<file path="config.mk">
export PLATFORM = sky130hd
export DESIGN_NAME = terrain_column_renderer
export DESIGN_NICKNAME = d
export VERILOG_FILES = /design/src/rtl/terrain_column_renderer.sv
export SDC_FILE = /design/constraint.sdc
export NUM_CORES = 1
export LEC_CHECK = 0
export BUFFER_PORTS_ARGS = -buffer_cell sky130_fd_sc_hd__clkbuf_2
export CORE_MARGIN = 1
export CORE_UTILIZATION = 50
export DETAILED_ROUTE_END_ITERATION = 7
export HOLD_SLACK_MARGIN = 0.03
export PLACE_DENSITY = 0.72
export SLEW_MARGIN = 20
export SYNTH_ARGS = -nofsm -noshare
export SYNTH_HDL_FRONTEND = slang
export SYNTH_SLANG_ARGS = --single-unit
</file>
<file path="constraint.sdc">
create_clock -name clk -period 4.68 [get_ports clk]
set_input_delay 0 -clock clk [delete_from_list [all_inputs] [get_ports clk]]
set_output_delay 0 -clock clk [all_outputs]
set_load 0.02 [all_outputs]
</file>
<file path="src/rtl/terrain_column_renderer.sv">
// terrain_column_renderer: paints each screen column as sky above its terrain height and ground at/below it.
// Define TERRAIN_OUTLINE_EN to draw the row at the terrain height in white as an outline.
module terrain_column_renderer #(
  parameter int H_RES = 160,
  parameter int V_RES = 120,
  parameter int READ_LATENCY = 2,
  parameter logic [2:0] SKY_COLOUR = 3'b000,
  parameter logic [2:0] GROUND_COLOUR = 3'b010
) (
  input  logic       clk,
  input  logic       resetn,
  input  logic       start,
  input  logic [7:0] height_in,
  output logic       height_req,
  output logic [7:0] req_col,
  output logic [7:0] x,
  output logic [6:0] y,
  output logic [2:0] colour,
  output logic       plot,
  output logic       busy,
  output logic       done
);
  typedef enum logic [2:0] {IDLE, REQ, WAIT, DRAW, NEXT, FIN} state_t;
  state_t state;
  logic [7:0] col, hgt, wcnt;
  logic [6:0] row;
  function automatic logic [2:0] shade(input logic [6:0] r, input logic [7:0] h);
`ifdef TERRAIN_OUTLINE_EN
    // row < V_RES always, so row == h already implies h < V_RES
    return ({1'b0, r} == h) ? 3'b111 : ({1'b0, r} > h) ? GROUND_COLOUR : SKY_COLOUR;
`else
    return ({1'b0, r} >= h) ? GROUND_COLOUR : SKY_COLOUR;
`endif
  endfunction
  // Outputs are assigned alongside the state transition so they line up with the state they describe.
  always_ff @(posedge clk or negedge resetn) begin
    if (!resetn) begin
      state <= IDLE;
      col <= '0;
      hgt <= '0;
      wcnt <= '0;
      row <= '0;
      height_req <= 1'b0;
      req_col <= '0;
      x <= '0;
      y <= '0;
      colour <= '0;
      plot <= 1'b0;
      busy <= 1'b0;
      done <= 1'b0;
    end else begin
      case (state)
        IDLE: if (start) begin
          state <= REQ;
          col <= '0;
          req_col <= '0;
          height_req <= 1'b1;
          busy <= 1'b1;
        end
        REQ: begin
          state <= WAIT;
          height_req <= 1'b0;
          wcnt <= 8'(READ_LATENCY - 1);
        end
        WAIT: if (wcnt == 8'd0) begin
          state <= DRAW;
          hgt <= height_in;
          row <= '0;
          plot <= 1'b1;
          x <= col;
          y <= '0;
          colour <= shade(7'd0, height_in);
        end else
          wcnt <= wcnt - 8'd1;
        DRAW: if (row == 7'(V_RES - 1)) begin
          state <= NEXT;
          plot <= 1'b0;
        end else begin
          row <= row + 7'd1;
          y <= row + 7'd1;
          colour <= shade(row + 7'd1, hgt);
        end
        NEXT: if (col == 8'(H_RES - 1)) begin
          state <= FIN;
          done <= 1'b1;
          busy <= 1'b0;
        end else begin
          state <= REQ;
          col <= col + 8'd1;
          req_col <= col + 8'd1;
          height_req <= 1'b1;
        end
        FIN: begin
          state <= IDLE;
          done <= 1'b0;
        end
        default: state <= IDLE;
      endcase
    end
  end
endmodule

</file>
Word-level counts from Yosys, hierarchy flattened

Index checks and enable logic that the tools add are counted.
Widths: inputs -> output; s select.

Input bits: 11
Register bits: 49
Output and inout bits: 30

Muxes and demuxes: 28
Eq/ne operators: 14
$lt $le $gt $ge: 2
Add/subtract/negate cells: 3
Reduce and logical (&&, ||, !) cells: 16

Operators by type and width:

| kind                | count |
|---|---|
| $pmux 8 s2          | 2 |
| $mux 8              | 3 |
| $mux 3              | 6 |
| $reduce_and 3->1    | 6 |
| $pmux 3 s5          | 1 |
| $mux 7              | 2 |
| $ne 2x2->1 const B  | 7 |
| $pmux 7 s2          | 1 |
| $add 8x1->8 const B | 1 |
| $eq 8x8->1 const B  | 1 |
| $ge 1x8->1 const A  | 1 |
| $ge 7x8->1          | 1 |
| $logic_not 8->1     | 1 |
| $reduce_bool 2->1   | 4 |
| $sub 8x1->8 const B | 1 |
| $add 7x1->7 const B | 1 |
| $eq 7x7->1 const B  | 1 |
| $eq 3x2->1 const B  | 2 |
| $eq 3x3->1 const B  | 2 |
| $mux 1              | 6 |
| $pmux 1 s2          | 3 |
| $pmux 3 s2          | 1 |
| $reduce_and 2->1    | 3 |
| $mux 2              | 2 |
| other kinds (4)     | 4 |

Depth between registers and ports, before layout

Depth in word-level cells: 5
Mapped depth: 10
Mapped depth without buffers: 10

Least setup slack after synthesis

Ideal clock, no wire load.

Kind: reg-to-reg
Start: reg row[0]
End: reg colour[1]
Stages on the path, launching flop included: 11
Library setup time: 0.095 ns
Period minus slack after synthesis: 2.093 ns
Required time: 4.585 ns
Data arrival time: 1.998 ns
Setup slack: 2.587 ns
Path through: dfrtp_1 ha_1 nand3_1 nor2_1 xor2_1 ha_1 and4b_1 o21ai_0 a21oi_1 nor2_1 o31ai_1

Cells in the longest elaborated chain, start to end: 5

RTL lines:

| what                   | RTL line | text |
|---|---|---|
| from (decl)            | 26       | `logic [6:0] row;` |
| from (signal assigned) | 79       | `row <= row + 7'd1;` |
| $add 7x1->7            | 81       | `colour <= shade(row + 7'd1, hgt);` |
| $ge 7x8->1             | 32       | `return ({1'b0, r} >= h) ? GROUND_COLOUR : SKY_COLOUR;` |
| $mux 2                 | 32       |  |
| $mux 3                 | 75       | `DRAW: if (row == 7'(V_RES - 1)) begin` |
| $pmux 3 s2             | 52       | `case (state)` |
| to (signal assigned)   | 72       | `colour <= shade(7'd0, height_in);` |
| to (signal assigned)   | 81       |  |
| to (decl)              | 18       | `output logic [2:0] colour,` |

Several ways; a longest one is shown, not always the timed one. The select of a mux whose other input is x is not followed.
A chain may end at the register's enable or synchronous reset.

Worst setup path after layout

Same ends and word-level chain as after synthesis.

==> summary.log <==
INFO  critical_path  cp_slowest_stage_delay=430ps
INFO  clock_network  cts-root-buf=sky130_fd_sc_hd__clkbuf_8
INFO  critical_path  timing.critical_path.from=row[0]
INFO  synth          yosysUniqueCellTypes=43
INFO  floorplan      std_cell_rows=24
INFO  drt            route.vias.total=1,751
INFO  critical_path  crit_slowest_cell=sky130_fd_sc_hd__dfrtp_1
INFO  timing         finalClockSkew=6.45ps
INFO  timing         relSlewSlack=34.9%
INFO  global_routing grt_first_pass_wirelength=8.07mm
INFO  placed_design  placement.io_buffers=38
INFO  global_routing maximum_number_of_pins_on_one_net_before_global_route_repair=48
INFO  timing         timing_worst_slew_pin_value=974ps
INFO  critical_path  critical_path.endpoint_type=register
INFO  power_and_ir_drop vdd_drop_max=187µV
INFO  timing         finalWorstPathRequiredPeriod=2230ps
INFO  timing         hold_viol_final=0
INFO  critical_path  timing.rr.start=row[0]
INFO  worst_hold_path hp-class=in2reg
INFO  synth          postSynthCellCount=220
INFO  status         result_of_the_run=finished clean
INFO  critical_path  crit_path_max_fanout=6
INFO  drt            drc_errors=0
INFO  synth          synth-simple-area-share=17.5%
INFO  synth          synthAdderAreaFrac=5.69%
INFO  global_routing grt_usage=20.7%
INFO  power_and_ir_drop design_power_total=0.689mW
INFO  synth          post_synth_xor_area_fraction=5.43%
INFO  final_layout   layout.filler_cells=353
INFO  floorplan      core_region_area=0.00450mm²
INFO  drt            drtPass1Iterations=7
INFO  critical_path  critical_path_buf_inv_count=0
INFO  synth          ys_ff_latch=47
INFO  final_layout   area_delta_synth_final=15.8%
INFO  synth          avgSynthCellArea=11.0µm²
INFO  synth          yosys.area.top_type=sky130_fd_sc_hd__dfrtp_1
INFO  clock_network  worst_skew_pair.late_latency=300ps
INFO  final_layout   utilization=62.1%
INFO  floorplan      initial_core_util=53.7%
INFO  synth          area_fraction_in_compound_gates_after_synthesis=11.2%
INFO  critical_path  crit_cells=10
INFO  synth          synth.area.top_cells=sky130_fd_sc_hd__dfrtp_1, sky130_fd_sc_hd__mux2_2, sky130_fd_sc_hd__ha_1, sky130_fd_sc_hd__xor2_1, sky130_fd_sc_hd__nor2_1
INFO  critical_path  timing.critical_path.to=colour[1]
INFO  final_layout   nNetsFinal=289
INFO  floorplan      die_area=0.00512mm²
INFO  placed_design  dp_worst_setup_slack=2460ps
INFO  floorplan      floorplan.io_pins=41
INFO  timing         grt_setup_unrepaired=false
INFO  final_layout   num_antenna_cells=0
INFO  clock_network  cts_made_buffers=5
INFO  timing         setup_viol_count_final=0
INFO  timing         post-route-worst-setup-slack=2450ps
INFO  global_routing antenna_violations_before_repair=0
INFO  clock_network  cts_tree=done
INFO  drt            routedWlPerCell=14.5µm
INFO  synth          yosysWarningCount=0
INFO  critical_path  critPathLaunchType=register
INFO  timing         achievable-frequency=0.448GHz
INFO  drt            vias_per_cell=5.47
INFO  drt            initialDrtViolationCount=127
INFO  global_routing number_of_global_route_vias_before_repair=1,713
INFO  clock_network  setup_buffers_after_cts=0
INFO  flow_run       max_cap_viol_count=0
INFO  clock_network  clock-sinks=47
INFO  synth          synth_largest_type_area_fraction=48.7%
INFO  timing         period_share=47.7%
INFO  critical_path  critPathTopFamily=adder cells
INFO  critical_path  ff2ff_path_depth=10
INFO  timing         drv_slew=0
INFO  final_layout   final_layout_size_suffix_gt1_share=26.1%
INFO  placed_design  gp_routability_congestion=0.754
INFO  drt            ant_nets=0
INFO  power_and_ir_drop power_density=246mW/mm²
INFO  floorplan      dieWidth=71.5µm
INFO  critical_path  cp_data_arrival_time=2450ps
INFO  critical_path  r2r_setup_slack=2450ps
INFO  placed_design  hpwl=3.25mm
INFO  critical_path  cp_cell_sequence=ha_1 > nand3_1 > nor2_1 > xor2_1 > ha_1 > and4b_1 > o21ai_0 > a21oi_1 > nor2_1 > o31ai_1
INFO  clock_network  post_cts_resize_count=0
INFO  floorplan      die_height=71.5µm
INFO  clock_network  cts-hold-fix-buffers=9
INFO  critical_path  cp_data_required_time=4890ps
INFO  drt            route.final.wire_length=4.63mm
INFO  clock_network  clockBufferDepth=2
INFO  synth          synthMuxAreaShare=7.45%
INFO  synth          ys_seq_area_share=48.7%
INFO  synth          synth.cell_area=0.00242mm²
INFO  clock_network  clock_slew_at_reported_path_ffs=80ps
INFO  global_routing globalRouteOverflowTotal=0
INFO  clock_network  h-tree-depth=2
INFO  power_and_ir_drop total_leakage_power=1.29nW
INFO  critical_path  critical_path.reg2reg.endpoint=colour[1]
INFO  timing         timing.setup.tns=0ps
INFO  critical_path  critical_path_class=reg2reg
INFO  synth          synth_top_family_by_area=simple AND/OR/NAND/NOR gates
[tightest hold or removal path: cells and delay by family]
kind	cells	cell delay, ps
AO/OA/AOI/OAI	1	140
AND/OR/NAND/NOR	1	100
buffers and inverters	1	100
[Yosys cell counts (all sizes together)]
cell type / instances
a31oi: 2
nand4b: 1
a22o: 4
nor2: 21
nor3b: 4
a21oi: 11
and4b: 1
nand3: 12
xor2: 10
dfrtp: 47
nand2: 13
a2111oi: 1
ha: 11
a21o: 3
or2: 1
and2: 1
and3b: 1
clkbuf: 1
conb: 1
buf: 8
inv: 10
a211oi: 2
or4: 2
nor4: 3
o21ai: 8
nand3b: 2
and4bb: 1
and4: 2
nor3: 5
mux2: 16
o211ai: 1
o31ai: 5
a21boi: 1
and3: 2
or2b: 1
xnor2: 5
[where the power goes]
part / total [mW] / switching, mW / leakage (nW) / internal, mW
sequential: 0.414 / 0.00316 / 0.576 / 0.411
combinational: 0.0375 / 0.0209 / 0.669 / 0.0166
clock: 0.237 / 0.132 / 0.0422 / 0.105
[placed cells by master, fill, tap and decap left out, drive strengths merged, types with 2 or more instances in the layout]
master and n:
nor3 5, nand3b 2, a22o 4, conb 2, nor3b 4, ha 11, a21oi 11, o31ai 5
xnor2 5, nor2 21, dlygate4sd3 9, clkbuf 45, inv 10, a211oi 2, and4 2, nor4 3
xor2 10, nand2 13, and3 2, or4 2, a31oi 2, o21ai 8, a21o 3, mux2 16
dfrtp 47, nand3 12
[worst min path at each step]
stage | end | slack, ps | start | cells past startpoint
after global routing | state[0] | 120 | start | 3
after detailed placement | x[5] | 130 | resetn | 2
after CTS | state[0] | 60 | start | 3
final | state[0] | 80 | start | 3
after floorplan | busy | -300 | resetn | 0
after global placement | x[5] | 130 | resetn | 2
[cell type report]
type | instances | area, µm² | area share [%]
Clock inverter | 1 | 5.00 | 0.179
Clock buffer | 7 | 76.3 | 2.73
Multi-Input combinational cell | 155 | 1150 | 41.1
Inverter | 10 | 37.5 | 1.34
Timing Repair Buffer | 48 | 288 | 10.3
Tap cell | 52 | 65.1 | 2.32
Sequential cell | 47 | 1180 | 42.0
[through the flow]
| step | instance area (µm²) | cells | hold slack, ps |
|---|---|---|---|
| CTS | 2800 | 320 | 60.5 |
| global route | 2800 | 320 | 124 |
| finish | 2800 | 320 | 79.2 |
| floorplan | 2420 | 221 | -296 |
| detailed placement | 2630 | 303 | 130 |
| global placement | 2630 | 303 | 128 |
[cell families (layout without fill, tap and decap cells)]
family	count (synthesis)	count (layout)
mux	16	16
flops	47	47
simple gates	73	73
other cells	1	2
fa+ha+maj	11	11
buf+inv	19	66
compound gates	38	38
xor+xnor	15	15
[flip-flops by register name, indices dropped and copies added (netlist names)]
| register | count |
|---|---|
| col | 8 |
| hgt | 8 |
| wcnt | 8 |
| x | 8 |
| row | 7 |
| state | 3 |
| busy | 1 |
| colour | 1 |
| done | 1 |
| height_req | 1 |
| plot | 1 |
[routing by layer]
metal,up-vias,share of wire (%),GRT usage (%)
li1,878,-,-
met1,822,48,29.2
met2,43,46,31.7
met3,8,4.2,3.38
met4,0,1.9,9.15
met5,-,0,0
Note: power is estimated with default switching activity, not from simulation.
